==> config.mk <==
export PLATFORM = sky130hd
export DESIGN_NAME = vending_machine_multi
export DESIGN_NICKNAME = d
export VERILOG_FILES = /design/src/rtl/vending_machine_multi.sv
export SDC_FILE = /design/constraint.sdc
export NUM_CORES = 1
export LEC_CHECK = 0
export ABC_AREA = 1
export CAP_MARGIN = 40
export CORE_ASPECT_RATIO = 0.7
export CORE_UTILIZATION = 46
export CTS_CLUSTER_SIZE = 28
export DETAILED_ROUTE_END_ITERATION = 16
export PLACE_DENSITY = 0.76
export SKIP_CTS_REPAIR_TIMING = 1
export SLEW_MARGIN = 10
export SYNTH_ARGS = -nofsm -noshare
export SYNTH_HDL_FRONTEND = slang
export SYNTH_SLANG_ARGS = --single-unit
==> constraint.sdc <==
create_clock -name clk -period 2.3 [get_ports clk]
set_input_delay 0.345 -clock clk [delete_from_list [all_inputs] [get_ports clk]]
set_output_delay 0.345 -clock clk [all_outputs]
set_load 0.01 [all_outputs]
==> src/rtl/vending_machine_multi.sv <==
`default_nettype none
// ============================================================================
// Module      : vending_machine_multi
// Description : Multi-drink vending controller: coin validation, credit,
//               selection, cancel/refund and change. Define STOCK_COUNT_EN
//               to enable per-drink stock counters and sold-out reporting.
// Revision    : 1.0 - initial release
// ============================================================================
module vending_machine_multi #(
    parameter int NUM_DRINKS = 4,
    parameter int SEL_W      = 3,
    parameter int COIN_W     = 6,
    parameter int CREDIT_W   = 8,
    parameter logic [NUM_DRINKS*CREDIT_W-1:0] PRICE_LIST = {8'd25, 8'd20, 8'd15, 8'd10},
    parameter int MAX_CREDIT = 200,
    parameter int STOCK_W    = 4,
    parameter int STOCK_INIT = 8
) (
    input  logic                  clk,
    input  logic                  reset,
    input  logic [COIN_W-1:0]     coin,
    input  logic                  coin_valid,
    input  logic [SEL_W-1:0]      drink_choose,
    input  logic                  cancel,
    input  logic                  restock,
    output logic [CREDIT_W-1:0]   credit,
    output logic [NUM_DRINKS-1:0] available,
    output logic [NUM_DRINKS-1:0] sold_out,
    output logic                  dispense,
    output logic [SEL_W-1:0]      dispense_id,
    output logic [CREDIT_W-1:0]   change,
    output logic                  change_valid,
    output logic                  coin_reject,
    output logic                  sel_error
);

    typedef enum logic [1:0] {
        S_IDLE     = 2'd0,
        S_CREDIT   = 2'd1,
        S_DISPENSE = 2'd2,
        S_REFUND   = 2'd3
    } state_t;

    localparam logic [CREDIT_W:0] c_max_credit = MAX_CREDIT[CREDIT_W:0];

    state_t                r_state, w_state_nxt;
    logic [CREDIT_W-1:0]   r_credit, w_credit_nxt;
    logic                  r_dispense, w_dispense_nxt;
    logic [SEL_W-1:0]      r_dispense_id, w_dispense_id_nxt;
    logic [CREDIT_W-1:0]   r_change, w_change_nxt;
    logic                  r_change_valid, w_change_valid_nxt;
    logic                  r_coin_reject, w_coin_reject_nxt;
    logic                  r_sel_error, w_sel_error_nxt;
    logic [SEL_W-1:0]      r_last_sel, w_last_sel_nxt;
    logic [NUM_DRINKS-1:0] w_stock_dec;
    logic [NUM_DRINKS-1:0] w_in_stock;

    logic [CREDIT_W-1:0]   w_price [NUM_DRINKS];
    logic [CREDIT_W:0]     w_coin_ext;
    logic [CREDIT_W:0]     w_credit_sum;
    logic                  w_coin_legal;
    logic                  w_coin_ok;
    logic                  w_sel_known;
    logic [CREDIT_W-1:0]   w_sel_price;
    logic                  w_sel_stock;
    logic [NUM_DRINKS-1:0] w_sel_onehot;
    logic                  w_sel_req;
    logic                  w_sel_ok;

    for (genvar gi = 0; gi < NUM_DRINKS; gi++) begin : g_price
        assign w_price[gi]   = PRICE_LIST[gi*CREDIT_W +: CREDIT_W];
        assign available[gi] = (r_credit >= w_price[gi]) && w_in_stock[gi];
    end

`ifdef STOCK_COUNT_EN
    localparam logic [STOCK_W-1:0] c_stock_init = STOCK_W'(STOCK_INIT);

    for (genvar gi = 0; gi < NUM_DRINKS; gi++) begin : g_stock
        logic [STOCK_W-1:0] r_stock;
        // Reload has priority over a same-cycle decrement.
        always_ff @(posedge clk) begin
            if (reset || restock) begin
                r_stock <= c_stock_init;
            end else if (w_stock_dec[gi] && (r_stock != '0)) begin
                r_stock <= r_stock - STOCK_W'(1);
            end
        end
        assign w_in_stock[gi] = (r_stock != '0);
    end
    assign sold_out = ~w_in_stock;
`else
    logic w_unused_stock;
    assign w_unused_stock = ^{restock, w_stock_dec};
    assign w_in_stock     = '1;
    assign sold_out       = '0;
`endif

    assign w_coin_ext   = (CREDIT_W+1)'(coin);
    assign w_credit_sum = {1'b0, r_credit} + w_coin_ext;
    assign w_coin_legal = (coin == COIN_W'(1))  || (coin == COIN_W'(5)) ||
                          (coin == COIN_W'(10)) || (coin == COIN_W'(50));
    assign w_coin_ok    = w_coin_legal && (w_credit_sum <= c_max_credit);

    always_comb begin
        w_sel_known  = 1'b0;
        w_sel_price  = '0;
        w_sel_stock  = 1'b0;
        w_sel_onehot = '0;
        for (int i = 0; i < NUM_DRINKS; i++) begin
            if (drink_choose == SEL_W'(i + 1)) begin
                w_sel_known     = 1'b1;
                w_sel_price     = w_price[i];
                w_sel_stock     = w_in_stock[i];
                w_sel_onehot[i] = 1'b1;
            end
        end
    end

    // A held code is acted on once; a new code, release to 0 or an accepted coin re-arms it.
    assign w_sel_req = (r_state == S_CREDIT) && (drink_choose != '0) &&
                       (drink_choose != r_last_sel);
    assign w_sel_ok  = w_sel_known && (r_credit >= w_sel_price) && w_sel_stock;

    always_comb begin
        w_state_nxt        = r_state;
        w_credit_nxt       = r_credit;
        w_dispense_nxt     = 1'b0;
        w_dispense_id_nxt  = '0;
        w_change_nxt       = '0;
        w_change_valid_nxt = 1'b0;
        w_coin_reject_nxt  = 1'b0;
        w_sel_error_nxt    = 1'b0;
        w_stock_dec        = '0;
        w_last_sel_nxt     = (drink_choose == '0) ? '0 : r_last_sel;

        case (r_state)
            S_IDLE, S_CREDIT: begin
                if ((r_state == S_CREDIT) && cancel) begin
                    w_state_nxt        = S_REFUND;
                    w_change_nxt       = r_credit;
                    w_change_valid_nxt = 1'b1;
                    w_credit_nxt       = '0;
                    w_coin_reject_nxt  = coin_valid;
                end else if (w_sel_req) begin
                    w_last_sel_nxt    = drink_choose;
                    w_coin_reject_nxt = coin_valid;
                    if (w_sel_ok) begin
                        w_state_nxt       = S_DISPENSE;
                        w_credit_nxt      = r_credit - w_sel_price;
                        w_dispense_nxt    = 1'b1;
                        w_dispense_id_nxt = drink_choose;
                        w_stock_dec       = w_sel_onehot;
                    end else begin
                        w_sel_error_nxt = 1'b1;
                    end
                end else if (coin_valid) begin
                    if (w_coin_ok) begin
                        w_credit_nxt   = w_credit_sum[CREDIT_W-1:0];
                        w_state_nxt    = S_CREDIT;
                        w_last_sel_nxt = '0;
                    end else begin
                        w_coin_reject_nxt = 1'b1;
                    end
                end
            end
            S_DISPENSE: begin
                w_coin_reject_nxt = coin_valid;
                if (r_credit != '0) begin
                    w_state_nxt        = S_REFUND;
                    w_change_nxt       = r_credit;
                    w_change_valid_nxt = 1'b1;
                    w_credit_nxt       = '0;
                end else begin
                    w_state_nxt = S_IDLE;
                end
            end
            default: begin
                w_coin_reject_nxt = coin_valid;
                w_state_nxt       = S_IDLE;
            end
        endcase
    end

    always_ff @(posedge clk) begin
        if (reset) begin
            r_state        <= S_IDLE;
            r_credit       <= '0;
            r_dispense     <= 1'b0;
            r_dispense_id  <= '0;
            r_change       <= '0;
            r_change_valid <= 1'b0;
            r_coin_reject  <= 1'b0;
            r_sel_error    <= 1'b0;
            r_last_sel     <= '0;
        end else begin
            r_state        <= w_state_nxt;
            r_credit       <= w_credit_nxt;
            r_dispense     <= w_dispense_nxt;
            r_dispense_id  <= w_dispense_id_nxt;
            r_change       <= w_change_nxt;
            r_change_valid <= w_change_valid_nxt;
            r_coin_reject  <= w_coin_reject_nxt;
            r_sel_error    <= w_sel_error_nxt;
            r_last_sel     <= w_last_sel_nxt;
        end
    end

    assign credit       = r_credit;
    assign dispense     = r_dispense;
    assign dispense_id  = r_dispense_id;
    assign change       = r_change;
    assign change_valid = r_change_valid;
    assign coin_reject  = r_coin_reject;
    assign sel_error    = r_sel_error;

endmodule
`default_nettype wire

---- After elaboration in Yosys (flattened, before gate mapping) ----
Cells that the tools add are included.
cells by class
  add/sub/neg operators ................... 2
  magnitude comparators ................... 6
  equality and inequality tests ........... 15
  mux-type cells .......................... 41
  bitwise gates (word level) .............. 3
  reductions and logical operators ........ 19
operators with widths
  kind                                                 number
  2-to-1 mux 8 bit                                     10
  case mux 8 bit (2 select lines)                      2
  2-to-1 mux 3 bit                                     6
  >= comparator 8 x 4 -> 1 bit, second input constant  2
  >= comparator 8 x 5 -> 1 bit, second input constant  2
  2-to-1 mux 1 bit                                     13
  2-to-1 mux 2 bit                                     6
  inequality test 4 bit, second input constant         3
  adder 8 x 6 -> 9 bit                                 1
  <= comparator 9 x 8 -> 1 bit, second input constant  1
  >= comparator 8 bit                                  1
  2-to-1 mux 4 bit                                     2
  nonzero test 8 bit                                   1
  subtractor 8 bit                                     1
  == test 3 x 2 -> 1 bit, second input constant        2
  == test 6 x 1 -> 1 bit, second input constant        1
  == test 6 x 3 -> 1 bit, second input constant        1
  == test 6 x 4 -> 1 bit, second input constant        1
  == test 6 bit, second input constant                 1
  logical AND 1 bit                                    6
  AND reduction 5 bit                                  1
  OR reduction 5 bit                                   1
  case mux 2 bit (2 select lines)                      1
  OR reduction 4 bit                                   1
  15 further kinds                                     19
storage, ports and cells
  register bits ........................... 28
  input port bits ......................... 14
  logic and storage cells ................. 95

---- Depth between registers and ports, before layout ----
  word-level depth ........................ 12
  mapped depth ............................ 18
  mapped depth without buffers ............ 18

---- Worst setup path after synthesis ----
No wires, ideal clock.
  path type ............................... input -> register
  start point ............................. input port drink_choose[0]
  end point ............................... register r_credit[6], in the netlist credit[6]
  library setup time ...................... 0.115 ns
  arrival time ............................ 2.181 ns
  slack ................................... 0.004 ns
  stages on the path ...................... 17
  buffers on the path ..................... 1
  cell sequence ........................... inv_1 nand2_2 nor2_2 inv_2 nand2_1 ha_1 inv_1 fa_1 nand3_1 nand2_1 nand2_1 a22oi_1 a21oi_2 nand2_4 buf_8 a21oi_1 nor2_1
between the ends
  cells in the longest elaborated chain, start to end .. 10
ends and longest elaborated chain
  what                                                                    RTL line  RTL
  start: declaration                                                      23        input logic [SEL_W-1:0] drink_choose,
  == test 3 x 1 -> 1 bit                                                  110       if (drink_choose == SEL_W'(i + 1)) begin
  2-to-1 mux 4 bit (2 in series)                                          110
  2-to-1 mux 8 bit (2 in series)                                          110
  subtractor 8 bit or >= comparator 8 bit (tied branches)                 149, 122
  2-to-1 mux 8 bit or logical AND 1 bit (tied branches)                   147, 122
  2-to-1 mux 8 bit or logical AND 1 bit (tied branches)                   144, 122
  2-to-1 mux 8 bit or inequality test 4 bit (tied branches)               -
  case mux 8 bit (2 select lines) or AND reduction 5 bit (tied branches)  -
  end signal: assignment                                                  197       r_credit <= w_credit_nxt;
  end: declaration                                                        47        logic [CREDIT_W-1:0] r_credit, w_credit_nxt;
Parallel ways exist; a longest one is shown, timed or not. The select of a mux whose other input is x is not followed.
A chain may end at the register's enable or synchronous reset.

---- Worst setup path after layout ----
  start point ............................. input port coin[2]
  end point ............................... register r_credit[7], in the netlist credit[7]
between the ends
  cells in the longest elaborated chain, start to end .. 7
ends and longest elaborated chain
  what                                                                          RTL line  RTL
  start: declaration                                                            21        input logic [COIN_W-1:0] coin,
  parallel branches: the longest is 7 deep, another holds adder 8 x 6 -> 9 bit  -
Several ways; the timed one is not identified. The select of a mux whose other input is x is not followed.

==> flow_metrics.env <==
export IMPL_cp_max_fo=7
export IMPL_seq_area_frac_synth=0.262
export IMPL_grtUsageMet3=0.0460
export IMPL_layout_setup_ws_ns=0.0205
export IMPL_yosysTopAreaCell="dfxtp_1"
export IMPL_finClkSkew_ns=0.00346
export IMPL_fin_area_um2=3290
export IMPL_grtUsageMet1=0.422
export IMPL_grt_max_degree=19
export IMPL_arrival_ns=2.46
export IMPL_synth_warnings=0
export IMPL_coreArea_um2=4400
export IMPL_clock_sink_count=28
export IMPL_synth_area_leaders="dfxtp_1, nand2_1, nand3_1"
export IMPL_seqCellArea_um2=566
export IMPL_cp_required_ns=2.48
export IMPL_min_path_type="input port to register"
export IMPL_dpl_hpwl_um=5300
export IMPL_dr_pass1_iters=5
export IMPL_busiest_layer="met2"
export IMPL_multi_input_area_um2=1560
export IMPL_antennaDiodeCount=0
export IMPL_rows=20
export IMPL_die_h_um=59.0
export IMPL_cts_tree="done"
export IMPL_dp_cells=466
export IMPL_drt_total_wl_um=7300
export IMPL_grt_use_total=0.283
export IMPL_yosysTopAreaCellShare=0.262
export IMPL_clock_root_buffer="clkbuf_8"
export IMPL_final_cell_mix="nand2_1, buf_4, clkdlybuf4s50_1, inv_1, nor2_1"
export IMPL_dp_worst_setup_slack_ns=-0.665
export IMPL_crit_path_end_kind="register"
export IMPL_grt_pass1_wl_um=11100
export IMPL_crit_path_frequent_cell="nand2_1"
export IMPL_nNetsFinal=447
export IMPL_drtIter0Drc=281
export IMPL_p_leak_nw=1.57
export IMPL_worstMarginPinSlew_ns=0.703
export IMPL_ant_nets=0
export IMPL_use_met2=0.437
export IMPL_slew_headroom=0.531
export IMPL_slew_violations=0
export IMPL_overflow=0
export IMPL_critPathTopFamily="simple AND/OR/NAND/NOR gates"
export IMPL_vias=2640
export IMPL_grt_pass1_vias=2303
export IMPL_rsz0062_at_grt="yes"
export IMPL_worstPathCellList="clkdlybuf4s50_1 -> ha_4 -> inv_1 -> nand2_1 -> nand3b_1 -> nand2_1 -> nand2_1 -> nand2_1 -> nand2_2 -> nand2_4 -> nand4_4 -> nand2_8 -> nand2_8 -> nand3_2 -> nand2_1"
export IMPL_initial_utilization=0.485
export IMPL_h_tree_depth=1
export IMPL_critPathMaxStageDelay_ns=0.49
export IMPL_hold_viol_final=0
export IMPL_fillers=320
export IMPL_utilization=0.748
export IMPL_path_clk_slew_ns=0.10
export IMPL_drive_gt1_frac=0.315
export IMPL_clk_latency_ns=0.28
export IMPL_die_area_um2=4920
export IMPL_cts_buffers=3
export IMPL_avgSynthCellArea_um2=6.65
export IMPL_setup_viol=0
export IMPL_drv_cap=0
export IMPL_min_period_ns=2.28
export IMPL_fin_crit_sh=0.991
export IMPL_post_synth_num_cell_types=43
export IMPL_ys_ff_latch=28
export IMPL_p_total_mw=3.07
export IMPL_routed_via_density=5.57
export IMPL_netlist_area_um2=2140
export IMPL_post_drt_wl_per_cell_um=15.4
export IMPL_final_cells=474
export IMPL_outcome="complete, no violations"
export IMPL_critPathKind="input port to register"
export IMPL_critPathSlowestCell="clkdlybuf4s50_1"
export IMPL_die_x_um=83.4
export IMPL_final_common_cell="nand2_1"
export IMPL_cp_start_kind="input port"
export IMPL_syn_inst=321
export IMPL_area_growth_synth_to_final_pct=54.2
export IMPL_antenna_found_initial=0
export IMPL_gp_congestion=0.941
export IMPL_fmax_ghz=0.439
export IMPL_drc=0
export IMPL_placed_cell_area_um2=2970
export IMPL_pwr_density_cell_nw_per_um2=933
export IMPL_pin_count=45
export IMPL_peakVddDrop_v=0.000616
export IMPL_cts_buffer_depth=2
export IMPL_port_buffers=39
export IMPL_cp_num_buf_inv=2
[Yosys cell counts]
master and count:
a211oi_1 1, a21o_1 1, a21oi_1 21, a21oi_2 2, a22oi_1 2, and2_1 1
buf_2 3, buf_4 4, buf_6 1, buf_8 1, clkbuf_1 1, clkinv_1 1
conb_1 1, dfxtp_1 28, fa_1 2, ha_1 11, inv_1 37, inv_2 7
nand2_1 67, nand2_2 6, nand2_4 2, nand3_1 33, nand3_2 1, nand3b_1 3
nand4_1 8, nand4_4 1, nor2_1 33, nor2_2 3, nor2_4 4, nor3_1 8
nor3_2 2, nor3b_1 1, o211ai_1 2, o21a_1 1, o21ai_0 8, o21ai_1 1
o21bai_1 1, o22ai_1 2, o31ai_1 1, or2_1 2, or2_2 2, xnor2_1 3
xor2_1 1
[worst min-delay path, cell delays in order]
cell	delay, ns
dlymetal6s2s_1	0.15
inv_2	0.09
buf_4	0.10
nor2_1	0.03
[registers in the layout, indices dropped and copies added, names as in the netlist]
signal        flops
r_state           2
change_valid      1
r_last_sel        3
dispense          1
sel_error         1
credit            8
dispense_id       3
change            8
coin_reject       1
[power breakdown]
part,internal [mW],switching [mW],total [mW]
combinational,0.925,1.14,2.07
clock,0.233,0.165,0.398
sequential,0.547,0.0614,0.608
total,1.71,1.37,3.07
[per-stage QoR]
step	TNS [ns]	hold slack, ns
6_report	0	0.470
5_1_grt	-0.671	0.480
4_1_cts	-4.46	0.532
3_5_place_dp	-9.92	0.517
3_3_place_gp	-8.64	0.512
2_1_floorplan	0	0.422
[logic make-up (layout without fill, tap and decap cells)]
group	Yosys count	in the layout	synth area share
AO/OA/AOI/OAI	43	43	0.116
buffers and inverters	55	149	0.114
other	1	4	0.00176
AND/OR/NAND/NOR	177	178	0.406
adder cells (fa/ha/maj)	13	13	0.0832
flip-flops	28	28	0.262
XOR/XNOR	4	4	0.0164
[layer usage]
layer | vias up | routed length [µm]
met5 | - | 0
met2 | 157 | 3130
met3 | 36 | 668
met1 | 1208 | 3310
met4 | 0 | 188
li1 | 1239 | -
[final timing paths]
path	from	end	slack (ns)	depth (start not counted)
max reg2reg	credit[0]	credit[6]	0.03	13
min reg2reg	r_last_sel[0]	r_last_sel[0]	0.53	2
min	drink_choose[1]	dispense_id[1]	0.47	4
max	coin[2]	credit[7]	0.02	15
[final cells by class]
cell class / count / area share
Tap cell: 55 / 0.0209
Clock inverter: 1 / 0.00912
Inverter: 45 / 0.0513
Clock buffer: 3 / 0.0125
Timing Repair Buffer: 100 / 0.262
Multi-Input combinational cell: 242 / 0.472
Sequential cell: 28 / 0.172
Power figures use the tool's default switching activity.
